<file path="config.mk">
export PLATFORM = sky130hd
export DESIGN_NAME = adder_share_arbiter_flat
export DESIGN_NICKNAME = d
export VERILOG_FILES = /design/src/rtl/adder_share_arbiter_if.sv /design/src/rtl/adder_share_arbiter.sv /design/src/flat_wrapper.sv
export SDC_FILE = /design/constraint.sdc
export NUM_CORES = 1
export LEC_CHECK = 0
export BUFFER_PORTS_ARGS = -buffer_cell sky130_fd_sc_hd__buf_2
export CORE_MARGIN = 1.5
export CORE_UTILIZATION = 30
export CTS_CLUSTER_DIAMETER = 50
export DETAILED_ROUTE_END_ITERATION = 16
export PLACE_DENSITY_LB_ADDON = 0.1
export SLEW_MARGIN = 20
export SYNTH_ARGS = -nofsm -noshare
export SYNTH_HDL_FRONTEND = slang
export SYNTH_SLANG_ARGS = --single-unit
</file>
<file path="constraint.sdc">
create_clock -name clk -period 2.2 [get_ports clk]
set_input_delay 0.44 -clock clk [delete_from_list [all_inputs] [get_ports clk]]
set_output_delay 0.44 -clock clk [all_outputs]
set_load 0.02 [all_outputs]
</file>
<file path="src/rtl/adder_share_arbiter_if.sv">
// Bundle between the requesters, the shared 8-bit adder and the arbiter.
// The arbiter takes the slave view; the requester/adder side takes the master view.
interface adder_share_arbiter_if #(
  parameter int unsigned NREQ = 4,
  parameter int unsigned ID_W = 2
) ();

  logic [NREQ-1:0]    req;
  logic [NREQ-1:0]    req_wide;
  logic [NREQ*16-1:0] req_a;
  logic [NREQ*16-1:0] req_b;
  logic [NREQ-1:0]    req_cin;
  logic [NREQ-1:0]    gnt;

  logic [7:0]         add_a;
  logic [7:0]         add_b;
  logic               add_cin;
  logic [7:0]         add_s;
  logic               add_cout;

  logic               rsp_valid;
  logic [ID_W-1:0]    rsp_id;
  logic [15:0]        rsp_sum;
  logic               rsp_cout;
  logic               busy;

  modport master (
    output req, req_wide, req_a, req_b, req_cin, add_s, add_cout,
    input  gnt, add_a, add_b, add_cin, rsp_valid, rsp_id, rsp_sum, rsp_cout, busy
  );

  modport slave (
    input  req, req_wide, req_a, req_b, req_cin, add_s, add_cout,
    output gnt, add_a, add_b, add_cin, rsp_valid, rsp_id, rsp_sum, rsp_cout, busy
  );

endinterface

</file>
<file path="src/rtl/adder_share_arbiter.sv">
// Time-multiplexes one external 8-bit adder between NREQ requesters with round-robin grant.
// Wide adds run low byte then high byte, chaining the adder's own carry between passes.
module adder_share_arbiter #(
  parameter int unsigned NREQ = 4,
  parameter int unsigned ID_W = 2
) (
  input  logic                 clk,
  input  logic                 rst,
  adder_share_arbiter_if.slave arb_io
);

  typedef enum logic [1:0] {StIdle, StExecLo, StExecHi} state_e;

  state_e          state_q;
  logic [ID_W-1:0] ptr_q;
  logic [ID_W-1:0] id_q;
  logic [7:0]      a_hi_q;
  logic [7:0]      b_hi_q;
  logic            wide_q;
  logic [7:0]      lo_q;
  logic [7:0]      add_a_q;
  logic [7:0]      add_b_q;
  logic            add_cin_q;
  logic            rsp_valid_q;
  logic [ID_W-1:0] rsp_id_q;
  logic [15:0]     rsp_sum_q;
  logic            rsp_cout_q;

  logic [NREQ-1:0] gnt;
  logic            gnt_any;
  logic [ID_W-1:0] gnt_idx;
  logic [ID_W-1:0] ptr_next;
  logic [15:0]     sel_a;
  logic [15:0]     sel_b;
  logic            sel_cin;
  logic            sel_wide;

  // Rotating-priority search: candidate k positions past the pointer, first hit wins.
  always_comb begin
    gnt     = '0;
    gnt_any = 1'b0;
    gnt_idx = '0;
    if (state_q == StIdle && !rst) begin
      for (int unsigned k = 0; k < NREQ; k++) begin
        for (int unsigned i = 0; i < NREQ; i++) begin
          if (!gnt_any && arb_io.req[i] && (((32'(ptr_q) + k) % NREQ) == i)) begin
            gnt_any = 1'b1;
            gnt_idx = ID_W'(i);
            gnt[i]  = 1'b1;
          end
        end
      end
    end
  end

  assign ptr_next = ID_W'((32'(gnt_idx) + 32'd1) % NREQ);

  always_comb begin
    sel_a    = '0;
    sel_b    = '0;
    sel_cin  = 1'b0;
    sel_wide = 1'b0;
    for (int unsigned i = 0; i < NREQ; i++) begin
      if (gnt[i]) begin
        sel_a    = arb_io.req_a[16*i +: 16];
        sel_b    = arb_io.req_b[16*i +: 16];
        sel_cin  = arb_io.req_cin[i];
        sel_wide = arb_io.req_wide[i];
      end
    end
  end

  // Adder operands are registered one pass ahead so they are stable for the whole EXEC cycle.
  always_ff @(posedge clk) begin
    if (rst) begin
      state_q     <= StIdle;
      ptr_q       <= '0;
      id_q        <= '0;
      a_hi_q      <= '0;
      b_hi_q      <= '0;
      wide_q      <= 1'b0;
      lo_q        <= '0;
      add_a_q     <= '0;
      add_b_q     <= '0;
      add_cin_q   <= 1'b0;
      rsp_valid_q <= 1'b0;
      rsp_id_q    <= '0;
      rsp_sum_q   <= '0;
      rsp_cout_q  <= 1'b0;
    end else begin
      rsp_valid_q <= 1'b0;
      unique case (state_q)
        StIdle: begin
          if (gnt_any) begin
            id_q      <= gnt_idx;
            ptr_q     <= ptr_next;
            wide_q    <= sel_wide;
            a_hi_q    <= sel_a[15:8];
            b_hi_q    <= sel_b[15:8];
            add_a_q   <= sel_a[7:0];
            add_b_q   <= sel_b[7:0];
            add_cin_q <= sel_cin;
            state_q   <= StExecLo;
          end
        end
        StExecLo: begin
          lo_q <= arb_io.add_s;
          if (wide_q) begin
            add_a_q   <= a_hi_q;
            add_b_q   <= b_hi_q;
            add_cin_q <= arb_io.add_cout;
            state_q   <= StExecHi;
          end else begin
            rsp_valid_q <= 1'b1;
            rsp_id_q    <= id_q;
            rsp_sum_q   <= {8'h00, arb_io.add_s};
            rsp_cout_q  <= arb_io.add_cout;
            add_a_q     <= '0;
            add_b_q     <= '0;
            add_cin_q   <= 1'b0;
            state_q     <= StIdle;
          end
        end
        StExecHi: begin
          rsp_valid_q <= 1'b1;
          rsp_id_q    <= id_q;
          rsp_sum_q   <= {arb_io.add_s, lo_q};
          rsp_cout_q  <= arb_io.add_cout;
          add_a_q     <= '0;
          add_b_q     <= '0;
          add_cin_q   <= 1'b0;
          state_q     <= StIdle;
        end
        default: begin
          state_q <= StIdle;
        end
      endcase
    end
  end

  assign arb_io.gnt       = gnt;
  assign arb_io.add_a     = add_a_q;
  assign arb_io.add_b     = add_b_q;
  assign arb_io.add_cin   = add_cin_q;
  assign arb_io.rsp_valid = rsp_valid_q;
  assign arb_io.rsp_id    = rsp_id_q;
  assign arb_io.rsp_sum   = rsp_sum_q;
  assign arb_io.rsp_cout  = rsp_cout_q;
  assign arb_io.busy      = (state_q != StIdle);

endmodule

</file>
<file path="src/flat_wrapper.sv">
// flat-port wrapper written by rule: the top's interface ports become plain ports
module adder_share_arbiter_flat 
#(
  parameter int unsigned NREQ = 4,
  parameter int unsigned ID_W = 2
)
  (clk, rst, arb_io_req, arb_io_req_wide, arb_io_req_a, arb_io_req_b, arb_io_req_cin, arb_io_add_s, arb_io_add_cout, arb_io_gnt, arb_io_add_a, arb_io_add_b, arb_io_add_cin, arb_io_rsp_valid, arb_io_rsp_id, arb_io_rsp_sum, arb_io_rsp_cout, arb_io_busy);
  adder_share_arbiter_if #(.NREQ(NREQ), .ID_W(ID_W)) arb_io_i ();
  input  logic clk;
  input  logic rst;
  input wire logic [$bits(arb_io_i.req)-1:0] arb_io_req;
  input wire logic [$bits(arb_io_i.req_wide)-1:0] arb_io_req_wide;
  input wire logic [$bits(arb_io_i.req_a)-1:0] arb_io_req_a;
  input wire logic [$bits(arb_io_i.req_b)-1:0] arb_io_req_b;
  input wire logic [$bits(arb_io_i.req_cin)-1:0] arb_io_req_cin;
  input wire logic [$bits(arb_io_i.add_s)-1:0] arb_io_add_s;
  input wire logic [$bits(arb_io_i.add_cout)-1:0] arb_io_add_cout;
  output wire logic [$bits(arb_io_i.gnt)-1:0] arb_io_gnt;
  output wire logic [$bits(arb_io_i.add_a)-1:0] arb_io_add_a;
  output wire logic [$bits(arb_io_i.add_b)-1:0] arb_io_add_b;
  output wire logic [$bits(arb_io_i.add_cin)-1:0] arb_io_add_cin;
  output wire logic [$bits(arb_io_i.rsp_valid)-1:0] arb_io_rsp_valid;
  output wire logic [$bits(arb_io_i.rsp_id)-1:0] arb_io_rsp_id;
  output wire logic [$bits(arb_io_i.rsp_sum)-1:0] arb_io_rsp_sum;
  output wire logic [$bits(arb_io_i.rsp_cout)-1:0] arb_io_rsp_cout;
  output wire logic [$bits(arb_io_i.busy)-1:0] arb_io_busy;
  assign arb_io_i.req = arb_io_req;
  assign arb_io_i.req_wide = arb_io_req_wide;
  assign arb_io_i.req_a = arb_io_req_a;
  assign arb_io_i.req_b = arb_io_req_b;
  assign arb_io_i.req_cin = arb_io_req_cin;
  assign arb_io_i.add_s = arb_io_add_s;
  assign arb_io_i.add_cout = arb_io_add_cout;
  assign arb_io_gnt = arb_io_i.gnt;
  assign arb_io_add_a = arb_io_i.add_a;
  assign arb_io_add_b = arb_io_i.add_b;
  assign arb_io_add_cin = arb_io_i.add_cin;
  assign arb_io_rsp_valid = arb_io_i.rsp_valid;
  assign arb_io_rsp_id = arb_io_i.rsp_id;
  assign arb_io_rsp_sum = arb_io_i.rsp_sum;
  assign arb_io_rsp_cout = arb_io_i.rsp_cout;
  assign arb_io_busy = arb_io_i.busy;
  adder_share_arbiter #(.NREQ(NREQ), .ID_W(ID_W)) u_core (.clk(clk), .rst(rst), .arb_io(arb_io_i));
endmodule
</file>
==> results.md, run 1 <==
* Result of the run: finished clean
* Signal arrival time at the worst endpoint at 1.65 ns
* Setup repair after global routing missed its margin: no
* Portion of total power attributed to sequential cells at a little over a third
* Die outline area at roughly 14,000 um2
* Maximum Capacitance Violations at 0
* Fmax at 479 MHz
* Worst Path Buf+Inv at 3
* Highest fanout seen on the critical path at 7
* TritonCTS Buffers at 9
* Final setup violation count at 0
* Worst setup SP type: flip-flop
* Post-cts hold buffer count at 0
* Post-synthesis register bit count at just under 70
* Clock-pin slew on the worst setup and hold paths at 0.06 ns
* Clk buf depth at 2
* Share of layout cells above drive strength 1 at 38.9%
* Cell-by-cell trace of the critical path: inv_1, ha_4, nand2b_2, buf_4, nor3_4, buf_4
* Sum of met2 wire segment lengths after detailed routing at roughly 7.6 mm
* Minimum setup slack among reg-to-reg paths at 0.20 ns
* Drt drc at 0
* Number of hold violations in the final report at 0
* Leakage Power at between 2 and 2.5 nW
* Worst path required time at approximately 1.8 ns
* Post-layout net count at between 800 and 900
* Starting density of the core at 31.1%
* Post-detailed-route wirelength per cell at 17.8 um
* Number of max-slew violations in the final report at 0
* Number of different library cells in the post-synthesis netlist at 48
* Placer congestion estimate at 0.839
* Delay of the slowest cell on the worst path at between 0.3 and 0.4 ns
* Die X-Extent at 118 um
* Number of synthesized flops with an enable pin at 0
* HPWL after detailed placement at 11.4 mm
* Net switching power figure at ~1.4 mW
* YS warnings at 0
* Minimum clock period after layout at ~2.1 ns
* Number of search-and-repair iterations in the first detailed-routing pass at 5
* Final Cycle Share at a little over nine tenths
* I/O Pins at 193
* Clock Skew at 0.00684 ns
* Gr ovfl total at 0
* WS Path Type: flip-flop to output pin
* CP top delay family: buffers and inverters
* Share of synthesized area occupied by flip-flops and latches at between 30% and 40%
* Floorplan core area at 12,700 um2
* CTS tree: done
* Number of nets with antenna violations after detailed routing at 0
* Std cell rows at 41
* N_diodes at 0
* Number of buffers added on ports at about 190
* Die height at around 120 um
* Gate power share at 27.0%
* Worst reg2reg path depth at 7
* Cell with the largest stage delay on the worst path: dfxtp_1
* Post-DR vias/cell at approximately 5.2
* Clock latency of the later-clocked register in the worst-skew pair at 0.33 ns
* Synthesized netlist net count at between 600 and 700
* Area overhead of the layout relative to synthesis at 39.8%
* Hold Worst Slack at 0.384 ns
* Routed Wire Length at about 15 mm
* Global-route wire length before repair at 23.2 mm
* Cell depth of the worst min-delay path at 3
* Worst-case headroom to the max-slew limit at 50.3%
* Number of H-tree levels at 3
* Reg2Reg Launch Point: u_core.state_q[1]
* Proportion of synthesized flip-flops having asynchronous set or reset at 0%
* Fill count at 1,340
* Number of post-CTS setup repair buffers at 0
* Root buffer cell: clkbuf_16
* Metal1 wirelength at between 6 and 7 mm
* Transition time at the pin with the least slew margin at 0.746 ns
* Total clock sinks at a little under 70
* Cell internal pwr at 3.01 mW
* Critical R2R Capture: u_core.arb_io.add_b[2]
* Endpoint of the worst hold path: u_core.arb_io.rsp_sum[8]
* Classification of the worst-slack hold path: primary input to flip-flop
* Maximum number of pins on one net before global-route repair at 33
* Kind of end point of the critical path: output pin
* Net Sw Frac at 31.6%
* Commonest register cell after synthesis: dfxtp_1
* Via total after detailed routing at 4,390
* HP Start: arb_io_add_s[0]
* Gate count of the mapped netlist at between 400 and 500
* Number of global-route vias before repair at about 4,400
* Top metal layer carrying routed signals: met4
* Cell mode on critical path: buf_4
* Largest vdd supply drop at between 500 and 600 uV
* Pwr/cell area at 794 nW/um2
* Aggregate negative setup slack at 0 ns
* Mean Syn Cell Area at 8.31 um2
* Number of violations reported at the end of detailed-routing iteration 0 at 262
* Initial antenna violation count at 0
* Global-route usage over all layers at a little over a fifth
* Syn Std Cell Area at 3960 um2
* Met3 wire length at around 960 um
* Clock share of power at 38.4%
==> tightest hold or removal path, cell delays in order <==
cell and delay (ns):
buf_2 0.10, a22oi_1 0.06, nor2_1 0.07
==> layout by cell type, fill, tap and decap left out, drive strengths merged, types with 2 or more instances in the layout <==
master | Yosys | routed
nand2 | 13 | 13
clkinv | 1 | 3
o211a | 3 | 3
nor2 | 55 | 55
buf | 23 | 219
nor4 | 3 | 3
bufinv | 0 | 3
and2 | 20 | 20
a22oi | 23 | 23
nor3 | 6 | 6
a311o | 13 | 13
a21oi | 71 | 71
mux2i | 19 | 19
o21ai | 27 | 27
clkbuf | 20 | 9
nand2b | 2 | 2
nor2b | 19 | 19
ha | 3 | 3
dfxtp | 68 | 68
a21boi | 17 | 17
a221oi | 37 | 37
a211oi | 11 | 11
o211ai | 2 | 2
inv | 5 | 6
==> flip-flops by register name, summed over array words and instances (netlist names) <==
register,cells
u_core.arb_io.rsp_sum,16
u_core.a_hi_q,8
u_core.arb_io.add_a,8
u_core.arb_io.add_b,8
u_core.b_hi_q,8
u_core.lo_q,8
u_core.arb_io.rsp_id,2
u_core.id_q,2
u_core.ptr_q,2
u_core.state_q,2
u_core.arb_io.add_cin,1
u_core.arb_io.rsp_cout,1
u_core.arb_io.rsp_valid,1
u_core.wide_q,1
==> cell usage after synthesis, types with 2 or more instances <==
master / instances / area (um2)
a21oi_1: 71 / 355
dfxtp_1: 68 / 1360
nor2_1: 53 / 199
a221oi_1: 28 / 245
a22oi_1: 23 / 173
and2_1: 20 / 125
clkbuf_1: 20 / 75.1
mux2i_1: 19 / 190
nor2b_1: 19 / 119
o21ai_0: 18 / 90.1
buf_2: 17 / 85.1
a21boi_0: 16 / 120
a311o_1: 13 / 130
nand2_1: 13 / 48.8
a211oi_1: 11 / 82.6
a221oi_2: 9 / 135
o21ai_1: 6 / 30.0
nor3_1: 5 / 25.0
buf_1: 4 / 15.0
inv_1: 4 / 15.0
ha_1: 3 / 37.5
o211a_1: 3 / 30.0
o21ai_2: 3 / 26.3
buf_6: 2 / 22.5
nand2b_1: 2 / 12.5
nor2_2: 2 / 12.5
nor4_1: 2 / 12.5
o211ai_1: 2 / 15.0
==> power groups by stage <==
stage	Clock [mW]	Sequential [mW]	Combinational (mW)
finish	1.69	1.52	1.18
global route	1.79	1.54	1.30
CTS	1.72	1.53	1.18
detailed placement	0	1.55	1.18
global placement	0	1.55	1.16
floorplan	0	1.60	0.643
==> worst max path at each step <==
| stage | start | to | slack (ns) | cells after the start |
|---|---|---|---|---|
| 6_report | u_core.state_q[0] | arb_io_gnt[3] | 0.11 | 6 |
| 2_1_floorplan | u_core.state_q[0] | arb_io_gnt[0] | 0.23 | 7 |
| 3_3_place_gp | arb_io_req[2] | u_core.arb_io.add_b[4] | 0.25 | 7 |
| 4_1_cts | u_core.state_q[0] | arb_io_gnt[3] | 0.003 | 6 |
| 5_1_grt | u_core.state_q[0] | arb_io_gnt[3] | 0.002 | 6 |
| 3_5_place_dp | u_core.state_q[0] | u_core.a_hi_q[5] | 0.23 | 7 |
==> routing by layer <==
layer,track usage [%],up-vias
li1,-,2171
met1,24.0,2046
met2,38.9,156
met3,5.72,17
met4,6.02,0
met5,0,-
==> layout make-up <==
class                           count  area [um2]  area share (%)
Multi-Input combinational cell    359        2390            43.2
Sequential cell                    68        1360            24.6
Timing Repair Buffer              219        1190            21.5
Clock buffer                        9         225            4.07
Tap cell                          172         215            3.89
Clock inverter                      7         124            2.24
Inverter                            6        22.5           0.407
==> stage by stage <==
step                utilization [%]  setup slack (ns)  std cells  cell area [um2]  total power [mW]
floorplan                         -             0.230        476             3960              2.24
global placement               40.6             0.249        824             5160              2.71
detailed placement             40.6             0.228        824             5160              2.73
CTS                            43.4           0.00348        840             5520              4.43
global route                   43.5           0.00204        840             5530              4.63
finish                         43.5             0.111        840             5530              4.39
==> kinds of logic after synthesis <==
kind of cell,count (synthesis),share of synthesized area (%)
buffers and inverters,49,5.57
muxes,19,4.81
AOI/OAI and AO/OA,214,38.5
adders and majority gates,3,0.949
DFF,68,34.4
and+or+nand+nor,123,15.7
==> what timing repair did <==
item                                    in CTS  in global routing
endpoints found under the setup margin       2                  5
hold endpoints to repair                     0                  0
resized for setup                            2                  5
Power figures use the tool's default switching activity.
==> run 2: changes to the inputs <==
==> constraint.sdc (replaced) <==
create_clock -name clk -period 2.45 [get_ports clk]
set_input_delay 0.49 -clock clk [delete_from_list [all_inputs] [get_ports clk]]
set_output_delay 0.49 -clock clk [all_outputs]
set_load 0.02 [all_outputs]
==> run 2 against run 1 <==
Effect of this change:
- sequential power is 9.9% lower
- final cell count shrank 0.95%
- total power down 9.6%
- combinational power fell by 12%
- via count rose by 0.73%
- worst setup slack improved by 0.028 ns
- critical endpoint is now arb_io_gnt[2]
==> results.md, run 2 (same netlist as run 1, synthesis figures left out) <==
* Result of the run: finished clean (unchanged)
* Final Cycle Share at 94.3%
* Worst setup SP type: flip-flop (unchanged)
* Worst path required time at 1.96 ns (was 1.76 ns)
* TritonCTS Buffers at 9 (unchanged)
* Clock Skew at 0.00501 ns (was 0.00684 ns)
* Worst-case headroom to the max-slew limit at 44.4% (was 50.3%)
* Pwr/cell area at 728 nW/um2 (was 794 nW/um2)
* Leakage Power at 2.39 nW (was 2.42 nW)
* Starting density of the core at 31.1% (unchanged)
* Final standard cell count with taps included and fillers excluded at 832 (was 840)
* Number of buffers added on ports at 192 (unchanged)
* Minimum clock period after layout at 2.31 ns
* Total clock sinks at 68 (unchanged)
* Clock-pin slew on the worst setup and hold paths at 0.06 ns (about the same)
* Worst slack after detailed placement at 0.326 ns (was 0.228 ns)
* N_diodes at 0 (unchanged)
* Via total after detailed routing at 4,422 (was 4,390)
* CP top delay family: buffers and inverters (unchanged)
* Clock latency of the later-clocked register in the worst-skew pair at 0.33 ns (about the same)
* Number of flip-flops in the largest register at 16 (unchanged)
* Std cell rows at 41 (unchanged)
* Aggregate negative setup slack at 0 ns (unchanged)
* Global-route usage over all layers at 21.3% (was 21.2%)
* Highest-count cells in the layout ignoring fill and taps: buf_2, a21oi_1, dfxtp_1 (unchanged)
* Setup slack of the critical path after layout at 0.139 ns (was 0.111 ns)
* Die height at 118 um (unchanged)
* Number of H-tree levels at 3 (unchanged)
* Routed Wire Length at 15.1 mm (was 14.9 mm)
* Clk buf depth at 2 (unchanged)
* Cell mode on critical path: buf_4 (unchanged)
* Number of violations reported at the end of detailed-routing iteration 0 at 290 (was 262)
* Number of hold violations in the final report at 0 (unchanged)
* I/O Pins at 193 (unchanged)
* Signal arrival time at the worst endpoint at 1.82 ns (was 1.65 ns)
* CTS tree: done (unchanged)
* Largest vdd supply drop at 376 uV (was 535 uV)
* Delay of the slowest cell on the worst path at 0.31 ns (was 0.32 ns)
* Number of global-route vias before repair at 4,351 (was 4,432)
* Worst Path Buf+Inv at 4 (was 3)
* Kind of end point of the critical path: output pin (unchanged)
* Area overhead of the layout relative to synthesis at 37.8% (was 39.8%)
* Number of max-slew violations in the final report at 0 (unchanged)
* Share of layout cells above drive strength 1 at 37.6% (was 38.9%)
* Gr ovfl total at 0 (unchanged)
* WS Path Type: flip-flop to output pin (unchanged)
* Cell depth of the worst min-delay path at 3 (unchanged)
* Final setup violation count at 0 (unchanged)
* Placer congestion estimate at 0.863 (was 0.839)
* Floorplan core area at 12,700 um2 (unchanged)
* Placed Cells incl. Taps at 816 (was 824)
* Highest fanout seen on the critical path at 7 (unchanged)
* Global-route wire length before repair at 23.2 mm (about the same)
* Cell with the largest stage delay on the worst path: dfxtp_1 (unchanged)
* Most frequent standard cell in the layout excluding fill and tap cells: buf_2 (unchanged)
* Initial antenna violation count at 0 (unchanged)
* Transition time at the pin with the least slew margin at 0.834 ns (was 0.746 ns)
* Post-cts hold buffer count at 0 (unchanged)
* Post-DR vias/cell at 5.31 (was 5.23)
* Number of search-and-repair iterations in the first detailed-routing pass at 5 (unchanged)
* Die outline area at 13,900 um2 (unchanged)
* Drt drc at 0 (unchanged)
* HPWL after detailed placement at 11.5 mm (was 11.4 mm)
* Cell-by-cell trace of the critical path: inv_1, ha_2, nand2b_1, buf_4, a21oi_1, buf_4, buf_2 (was inv_1, ha_4, nand2b_2, buf_4, nor3_4, buf_4)
* Levels on crit path at 7 (was 6)
* Classification of the worst-slack hold path: primary input to flip-flop (unchanged)
* Setup repair after global routing missed its margin: no (unchanged)
* Maximum number of pins on one net before global-route repair at 38 (was 33)
* Post-detailed-route wirelength per cell at 18.1 um (was 17.8 um)
* Post-layout net count at 809 (was 817)
* Die X-Extent at 118 um (unchanged)
* Worst reg2reg path depth at 7 (unchanged)
* Fmax at 433 MHz
* Maximum Capacitance Violations at 0 (unchanged)
* Number of post-CTS setup repair buffers at 0 (unchanged)
* Number of nets with antenna violations after detailed routing at 0 (unchanged)
* Root buffer cell: clkbuf_16 (unchanged)
* Post_cts resized at 0 (was 2)
## run 2: cell count changes in the layout (fill, tap and decap cells not counted), moves of 2 or more
cell      change
and2_1        +2
and2_2        -2
buf_4         -8
clkbuf_8      +2
## run 2: worst paths after layout
check	startpoint	endpoint	slack (ns)
setup / recovery	u_core.state_q[0]	arb_io_gnt[2]	0.14
hold / removal	arb_io_add_s[2]	u_core.lo_q[2]	0.43
setup reg to reg	u_core.state_q[1]	u_core.arb_io.add_a[2]	0.37
hold reg to reg	u_core.arb_io.rsp_id[0]	u_core.arb_io.rsp_id[0]	0.46
## run 2: layout make-up
cell class	instances	area [um2]
clock buffers	11	253
clock inverters	5	108
fillers	1360	7270
inverters	6	22.5
multi-input cells	359	2380
flip-flops and latches	68	1360
well taps	172	215
repair buffers	211	1120
## run 2: metal layers
metal | routed length, um | global-route usage, %
met1 | 6020 | 24.5
met2 | 7660 | 37.7
met3 | 974 | 5.09
met4 | 411 | 8.92
met5 | 0 | 0
## run 2: stage by stage
step | hold WS, ns | utilization [%] | cell area (um2) | power, mW
2_1_floorplan | 0.437 | - | 3960 | 2.01
3_5_place_dp | 0.448 | 40.0 | 5090 | 2.44
3_3_place_gp | 0.439 | 40.0 | 5090 | 2.42
6_report | 0.430 | 42.9 | 5450 | 3.97
4_1_cts | 0.423 | 42.8 | 5450 | 4.01
5_1_grt | 0.444 | 42.9 | 5450 | 4.17
## run 2: power by group
group | switching (mW) | leakage, nW | internal [mW] | total, mW
combinational | 0.607 | 1.65 | 0.430 | 1.04
sequential | 0.125 | 0.562 | 1.25 | 1.37
clock | 0.505 | 0.176 | 1.05 | 1.56
total | 1.24 | 2.39 | 2.73 | 3.97
## run 2: worst min-delay path, stage by stage
cell and delay [ns]:
buf_2 0.10, mux2i_1 0.07, nor2_1 0.07
